<file path="src/rtl/shift_add_multiplier.sv">
// Sequential unsigned add-shift multiplier with ADD/SHIFT micro-ops exported on mult_op.
// Optional MULT_SKIP_ZERO_ADD_EN: bypass the ADD step for multiplier bits that are zero.
module shift_add_multiplier #(
    parameter int WIDTH = 8
) (
    input  logic               clk,
    input  logic               reset,
    input  logic               start,
    input  logic [WIDTH-1:0]   multiplicand,
    input  logic [WIDTH-1:0]   multiplier,
    output logic               ready,
    output logic               done,
    output logic [2*WIDTH-1:0] product,
    output logic [1:0]         mult_op
);

    localparam int CW = $clog2(WIDTH + 1);
    localparam logic [CW-1:0] LAST = CW'(WIDTH);

    localparam logic [1:0] OP_NONE  = 2'd0;
    localparam logic [1:0] OP_ADD   = 2'd1;
    localparam logic [1:0] OP_SHIFT = 2'd2;

    typedef enum logic [1:0] {
        IDLE,
        ADD,
        SHIFT,
        DONE
    } state_t;

    state_t           state;
    logic             c;
    logic [WIDTH-1:0] a;
    logic [WIDTH-1:0] q;
    logic [WIDTH-1:0] m;
    logic [CW-1:0]    count;

    logic [WIDTH:0]   sum;
    logic [WIDTH-1:0] a_shift;
    logic [WIDTH-1:0] q_shift;
    logic [CW-1:0]    count_next;

    // {C,A,Q} shifted right by one; C refills with zero.
    assign sum        = {1'b0, a} + {1'b0, m};
    assign a_shift    = {c, a[WIDTH-1:1]};
    assign q_shift    = {a[0], q[WIDTH-1:1]};
    assign count_next = count + CW'(1);

    // NOTE: all state and outputs use non-blocking assignments so every register
    // samples pre-edge values; outputs are registered alongside the state they describe.
    always_ff @(posedge clk or posedge reset) begin
        if (reset) begin
            state   <= IDLE;
            ready   <= 1'b1;
            done    <= 1'b0;
            product <= '0;
            mult_op <= OP_NONE;
            c       <= 1'b0;
            a       <= '0;
            q       <= '0;
            m       <= '0;
            count   <= '0;
        end else begin
            case (state)
                IDLE: begin
                    if (start) begin
                        m     <= multiplicand;
                        q     <= multiplier;
                        a     <= '0;
                        c     <= 1'b0;
                        count <= '0;
                        ready <= 1'b0;
`ifdef MULT_SKIP_ZERO_ADD_EN
                        if (multiplier[0]) begin
                            state   <= ADD;
                            mult_op <= OP_ADD;
                        end else begin
                            state   <= SHIFT;
                            mult_op <= OP_SHIFT;
                        end
`else
                        state   <= ADD;
                        mult_op <= OP_ADD;
`endif
                    end
                end

                ADD: begin
                    if (q[0]) begin
                        {c, a} <= sum;
                    end else begin
                        c <= 1'b0;
                    end
                    state   <= SHIFT;
                    mult_op <= OP_SHIFT;
                end

                SHIFT: begin
                    a     <= a_shift;
                    q     <= q_shift;
                    c     <= 1'b0;
                    count <= count_next;
                    if (count_next == LAST) begin
                        state   <= DONE;
                        mult_op <= OP_NONE;
                        done    <= 1'b1;
                        product <= {a_shift, q_shift};
                    end else begin
`ifdef MULT_SKIP_ZERO_ADD_EN
                        if (q_shift[0]) begin
                            state   <= ADD;
                            mult_op <= OP_ADD;
                        end else begin
                            state   <= SHIFT;
                            mult_op <= OP_SHIFT;
                        end
`else
                        state   <= ADD;
                        mult_op <= OP_ADD;
`endif
                    end
                end

                DONE: begin
                    state   <= IDLE;
                    done    <= 1'b0;
                    ready   <= 1'b1;
                    mult_op <= OP_NONE;
                end

                default: begin
                    state   <= IDLE;
                    done    <= 1'b0;
                    ready   <= 1'b1;
                    mult_op <= OP_NONE;
                end
            endcase
        end
    end

endmodule

</file>
<file path="config.mk">
export PLATFORM = sky130hd
export DESIGN_NAME = shift_add_multiplier
export DESIGN_NICKNAME = d
export VERILOG_FILES = /design/src/rtl/shift_add_multiplier.sv
export SDC_FILE = /design/constraint.sdc
export NUM_CORES = 1
export LEC_CHECK = 0
export BUFFER_PORTS_ARGS = -buffer_cell sky130_fd_sc_hd__clkbuf_2
export CAP_MARGIN = 20
export CORE_ASPECT_RATIO = 1.4
export CORE_MARGIN = 2
export CORE_UTILIZATION = 30
export CTS_CLUSTER_SIZE = 24
export DETAILED_ROUTE_END_ITERATION = 8
export SYNTH_ARGS = -nofsm -noshare
export SYNTH_HDL_FRONTEND = slang
export SYNTH_SLANG_ARGS = --single-unit
</file>
<file path="constraint.sdc">
create_clock -name clk -period 4.05 [get_ports clk]
set_input_delay 0.2025 -clock clk [delete_from_list [all_inputs] [get_ports clk]]
set_output_delay 0.2025 -clock clk [all_outputs]
set_load 0.05 [all_outputs]
</file>
# Yosys cells after proc, flatten, opt, wreduce, memory -nomap -nowiden
# Cells that the tools add are included.
# W data, S select, Z words.
op_classes:
  addsub: 2
  eq_ne: 7
  mux: 18
  reduce_logical: 12
op_table:
  columns: ["operator", "count"]
  rows:
  - ["$mux W8", 3]
  - ["$pmux W8 S3", 1]
  - ["$pmux W2 S4", 2]
  - ["$pmux W8 S2", 1]
  - ["$reduce_and A2 Y1", 6]
  - ["$add A8 B8 Y9", 1]
  - ["$pmux W4 S2", 1]
  - ["$ne A2 B2 Y1 const B", 3]
  - ["$reduce_bool A2 Y1", 3]
  - ["$add A4 B1 Y4 const B", 1]
  - ["$eq A2 B2 Y1 const B", 2]
  - ["$eq A4 B4 Y1 const B", 1]
  - ["$mux W1", 4]
  - ["$mux W2", 2]
  - ["$mux W4", 1]
  - ["$pmux W1 S2", 2]
  - ["$pmux W1 S3", 1]
  - ["$reduce_and A3 Y1", 1]
  - ["$reduce_bool A3 Y1", 1]
  - ["$eq A2 B1 Y1 const B", 1]
  - ["$logic_not A2 Y1", 1]
word_totals:
  register_bits: 51
  inputBits: 19
  output_inout_bits: 20
  word_cells: 49

# Depth between registers and ports, before layout
logic_depth:
  word_depth: 4
  depth_mapped: 8
  mapped_depth_nobuf: 8

# Least setup slack after synthesis
# OpenSTA, ideal clock, no wires.
synth_path:
  kind: "register to register"
  startpoint: "reg a[0]"
  endpoint: "reg a[4]"
  setup_ns: 0.077
  arrival_ns: 1.646
  required_ns: 3.973
  path_slack_ns: 2.326
  stages_incl_launch_ff: 9
  n_path_buf: 0
  period_less_slack_ns: 1.724
  cell_sequence: "dfrtp_1 > ha_1 > inv_1 > fa_1 > nand2b_1 > a21boi_0 > nor3_1 > nand3b_1 > a21oi_1"
synth_via:
  elab_chain_len: 3
synth_rtl:
  columns: ["item", "line_no", "source"]
  rows:
  - ["start: declaration", "33", "logic [WIDTH-1:0] a;"]
  - ["start signal: assignment", "90", "{c, a} <= sum;"]
  - ["start signal: assignment", "99", "a <= a_shift;"]
  - ["$add A8 B8 Y9", "44", "assign sum = {1'b0, a} + {1'b0, m};"]
  - ["$mux W8", "89", "if (q[0]) begin"]
  - ["$pmux W8 S3", "64", "case (state)"]
# No other way between the ends. The select of a mux whose other input is x is not followed.
# A chain may end at the register's enable or synchronous reset.

# Final worst setup path
layout_path:
  startpoint: "reg state[0]"
  endpoint: "reg q[7]"
layout_via:
  elab_chain_len: 3
  elab_cells_between_ends: 6
  classes_between: "2 x eq/ne; 1 x mux; 3 x reduce/logical"
layout_rtl:
  columns: ["item", "line_no", "source"]
  rows:
  - ["start: declaration", "31", "state_t state;"]
  - ["start signal: assignment", "53", "state <= IDLE;"]
  - ["start signal: assignment", "82", "state <= ADD;"]
  - ["start signal: assignment", "94", "state <= SHIFT;"]
  - ["$eq A2 B2 Y1 or $logic_not A2 Y1 (tied branches)", "64", null]
  - ["$reduce_bool A2 Y1 (no source line) or $ne A2 B2 Y1 (tied branches)", null, null]
  - ["$reduce_and A2 Y1 (no source line)", null, null]
  - ["end signal: assignment", "68", "q <= multiplier;"]
  - ["end signal: assignment", "100", "q <= q_shift;"]
  - ["end: declaration", "34", "logic [WIDTH-1:0] q;"]
# Parallel ways exist; a longest one is shown, timed or not.

==> results.sh <==
export IMPL_core_area_um2=8508
export IMPL_rows=40
export IMPL_netlist_area_leader_share_pct=48.17
export IMPL_cts_buffers_inserted=5
export IMPL_tns_ps=0
export IMPL_hold_class="in2reg"
export IMPL_async_flop_share_pct=100.0
export IMPL_powerDensity_nw_per_um2=708.2
export IMPL_max_vdd_ir_drop_mv=0.2473
export IMPL_die_h_um=114.1
export IMPL_final_cell_mix="dfrtp_1, clkbuf_2, nor2_1"
export IMPL_drtPass1Iterations=4
export IMPL_avgViaCountPerCell=4.899
export IMPL_hold_viol=0
export IMPL_utilization_pct=35.72
export IMPL_grt_ovfl_total=0
export IMPL_power_mw=2.152
export IMPL_drc=0
export IMPL_yosys_warnings=0
export IMPL_worstPathCellList="inv_1 > ha_1 > nor2_1 > nor2_1 > o22ai_1 > nor2_1"
export IMPL_path_buf_inv=1
export IMPL_arrival_ps=2250
export IMPL_yosys_area_top_type="dfrtp_1"
export IMPL_slowest_stage="ha_1"
export IMPL_fmax_mhz=496.3
export IMPL_tritoncts="done"
export IMPL_power_leakage_nw=1.449
export IMPL_synth_seq_cells=51
export IMPL_htree_num_levels=2
export IMPL_grt_pass1_wl_um=9397
export IMPL_syn_to_final_growth_pct=17.00
export IMPL_syn_avg_cell_area_um2=11.24
export IMPL_max_stage_delay_ps=640
export IMPL_ys_top_cells_by_area="dfrtp_1, mux2_2, ha_1"
export IMPL_synth_edf_count=0
export IMPL_cp_max_fo=15
export IMPL_die_area_um2=9429
export IMPL_clock_skew_ps=7.043
export IMPL_syn_cell_area_um2=2597
export IMPL_finalMaxSlewViolations=0
export IMPL_vias=1837
export IMPL_nFillCells=873
export IMPL_rsz0062_at_grt="false"
export IMPL_finalSetupViolCount=0
export IMPL_gp_congestion=0.7887
export IMPL_clock_latency_ps=290
export IMPL_drt_initial_drc_count=60
export IMPL_worstMarginPinSlew_ps=721.8
export IMPL_n_antenna_cell=0
export IMPL_grt_max_degree=52
export IMPL_synth_distinct_cells=46
export IMPL_io_pins=39
export IMPL_maxCapViolCount=0
export IMPL_synthFlopType="dfrtp_1"
export IMPL_start_util_pct=30.53
export IMPL_worst_path_most_repeated_cell="nor2_1"
export IMPL_layout_worst_path_cycle_share_pct=49.76
export IMPL_wire_per_inst_um=14.68
export IMPL_dp_final_hpwl_um=3947
export IMPL_cts_max_path_buffers=2
export IMPL_slew_headroom_pct=51.88
export IMPL_syn_inst=231
export IMPL_critPathKind="reg2reg"
export IMPL_critical_path_top_delay_family="adder cells"
export IMPL_final_net_count=302
export IMPL_final_common_cell="dfrtp_1"
export IMPL_grtUsageTotal_pct=12.85
export IMPL_root_buffer="clkbuf_16"
export IMPL_grt_pass1_vias=1931
export IMPL_end_kind="flop"
export IMPL_cts_setup_buffers=0
export IMPL_die_x_um=82.64
export IMPL_grt_antenna_before_repair=0
export IMPL_wl_um=5505
export IMPL_clkTransAtPathRegs_ps=80
export IMPL_ys_seq_area_share_pct=49.18
export IMPL_antenna_left=0
export IMPL_portBuffers=38
export IMPL_worst_endpoint_required_ps=4280
export IMPL_period_needed_ps=2015
export IMPL_cp_start_kind="flop"
export IMPL_status="complete, no violations"
export IMPL_syn_nets=264
export IMPL_drive_gt1_share_pct=29.63
export IMPL_cts_sink_count=51
[Yosys cell counts (3+ instances only)]
| cell | number |
|---|---|
| a21o_1 | 3 |
| a21oi_1 | 8 |
| clkbuf_1 | 5 |
| dfrtp_1 | 50 |
| ha_1 | 13 |
| inv_1 | 10 |
| mux2_2 | 15 |
| mux2_4 | 9 |
| mux2i_1 | 4 |
| nand2_1 | 17 |
| nand2b_1 | 3 |
| nand3_1 | 7 |
| nor2_1 | 19 |
| nor3_1 | 3 |
| o21ai_0 | 17 |
| o22ai_1 | 9 |
[power breakdown]
group	internal, mW	leakage (nW)	total [mW]	switching, mW
logic	0.364	0.728	0.917	0.554
clock network	0.236	0.0759	0.442	0.206
registers	0.663	0.645	0.793	0.130
[cell type report]
class / count / area (um2) / share of cell area (%)
Sequential cell: 51 / 1277 / 42.03
Multi-Input combinational cell: 161 / 1219 / 40.10
Timing Repair Buffer: 40 / 220.2 / 7.246
Tap cell: 105 / 131.4 / 4.323
Clock buffer: 5 / 125.1 / 4.117
Inverter: 10 / 37.54 / 1.235
Clock inverter: 3 / 28.78 / 0.9469
[state kept, by name (all words and copies together), names as in the netlist]
signal / count
ready: 1
done: 1
c: 1
q: 8
mult_op: 2
count: 4
state: 2
a: 8
m: 8
product: 16
[layer usage]
metal	up-vias	GRT usage [%]	part of all wire (%)
met5	-	0	0
met3	6	2.287	2.9
met1	904	15.11	41
li1	902	-	-
met4	0	3.934	1.4
met2	25	23.23	54
[final timing paths]
| path | from | to | slack [ps] | cells after the start |
|---|---|---|---|---|
| worst max-delay path | state[0] | q[7] | 2030 | 6 |
| worst max register to register | state[0] | q[7] | 2030 | 6 |
| max in group asynchronous | reset | ready | 3150 | 4 |
| min in group asynchronous | reset | product[6] | 350 | 3 |
| worst min-delay path | multiplicand[3] | m[3] | 130 | 2 |
| worst min register to register | product[9] | product[9] | 510 | 1 |
[cells by family after synthesis]
logic type	count (synthesis)	synth area share [%]
adder cells (fa/ha/maj)	14	7.033
AO/OA/AOI/OAI	57	14.26
XOR/XNOR	3	1.012
flip-flops	51	49.18
buffers and inverters	19	3.902
AND/OR/NAND/NOR	59	11.37
multiplexers	28	13.25
[stage by stage]
| step | cell area, um2 | cells | setup WS (ps) | hold slack [ps] |
|---|---|---|---|---|
| after floorplan | 2597 | 231 | 2326 | 353.1 |
| after global placement | 2855 | 365 | 2144 | 438.5 |
| after detailed placement | 2855 | 365 | 2057 | 439.9 |
| after CTS | 3009 | 373 | 2021 | 133.4 |
| after global routing | 3039 | 375 | 1800 | 140.5 |
| final | 3039 | 375 | 2035 | 134.6 |
[what timing repair did]
item | CTS | global route
hold endpoints to repair | 0 | 8
gates resized for setup | 0 | 0
hold buffers | 0 | 1
Note: power is estimated with default switching activity, not from simulation.
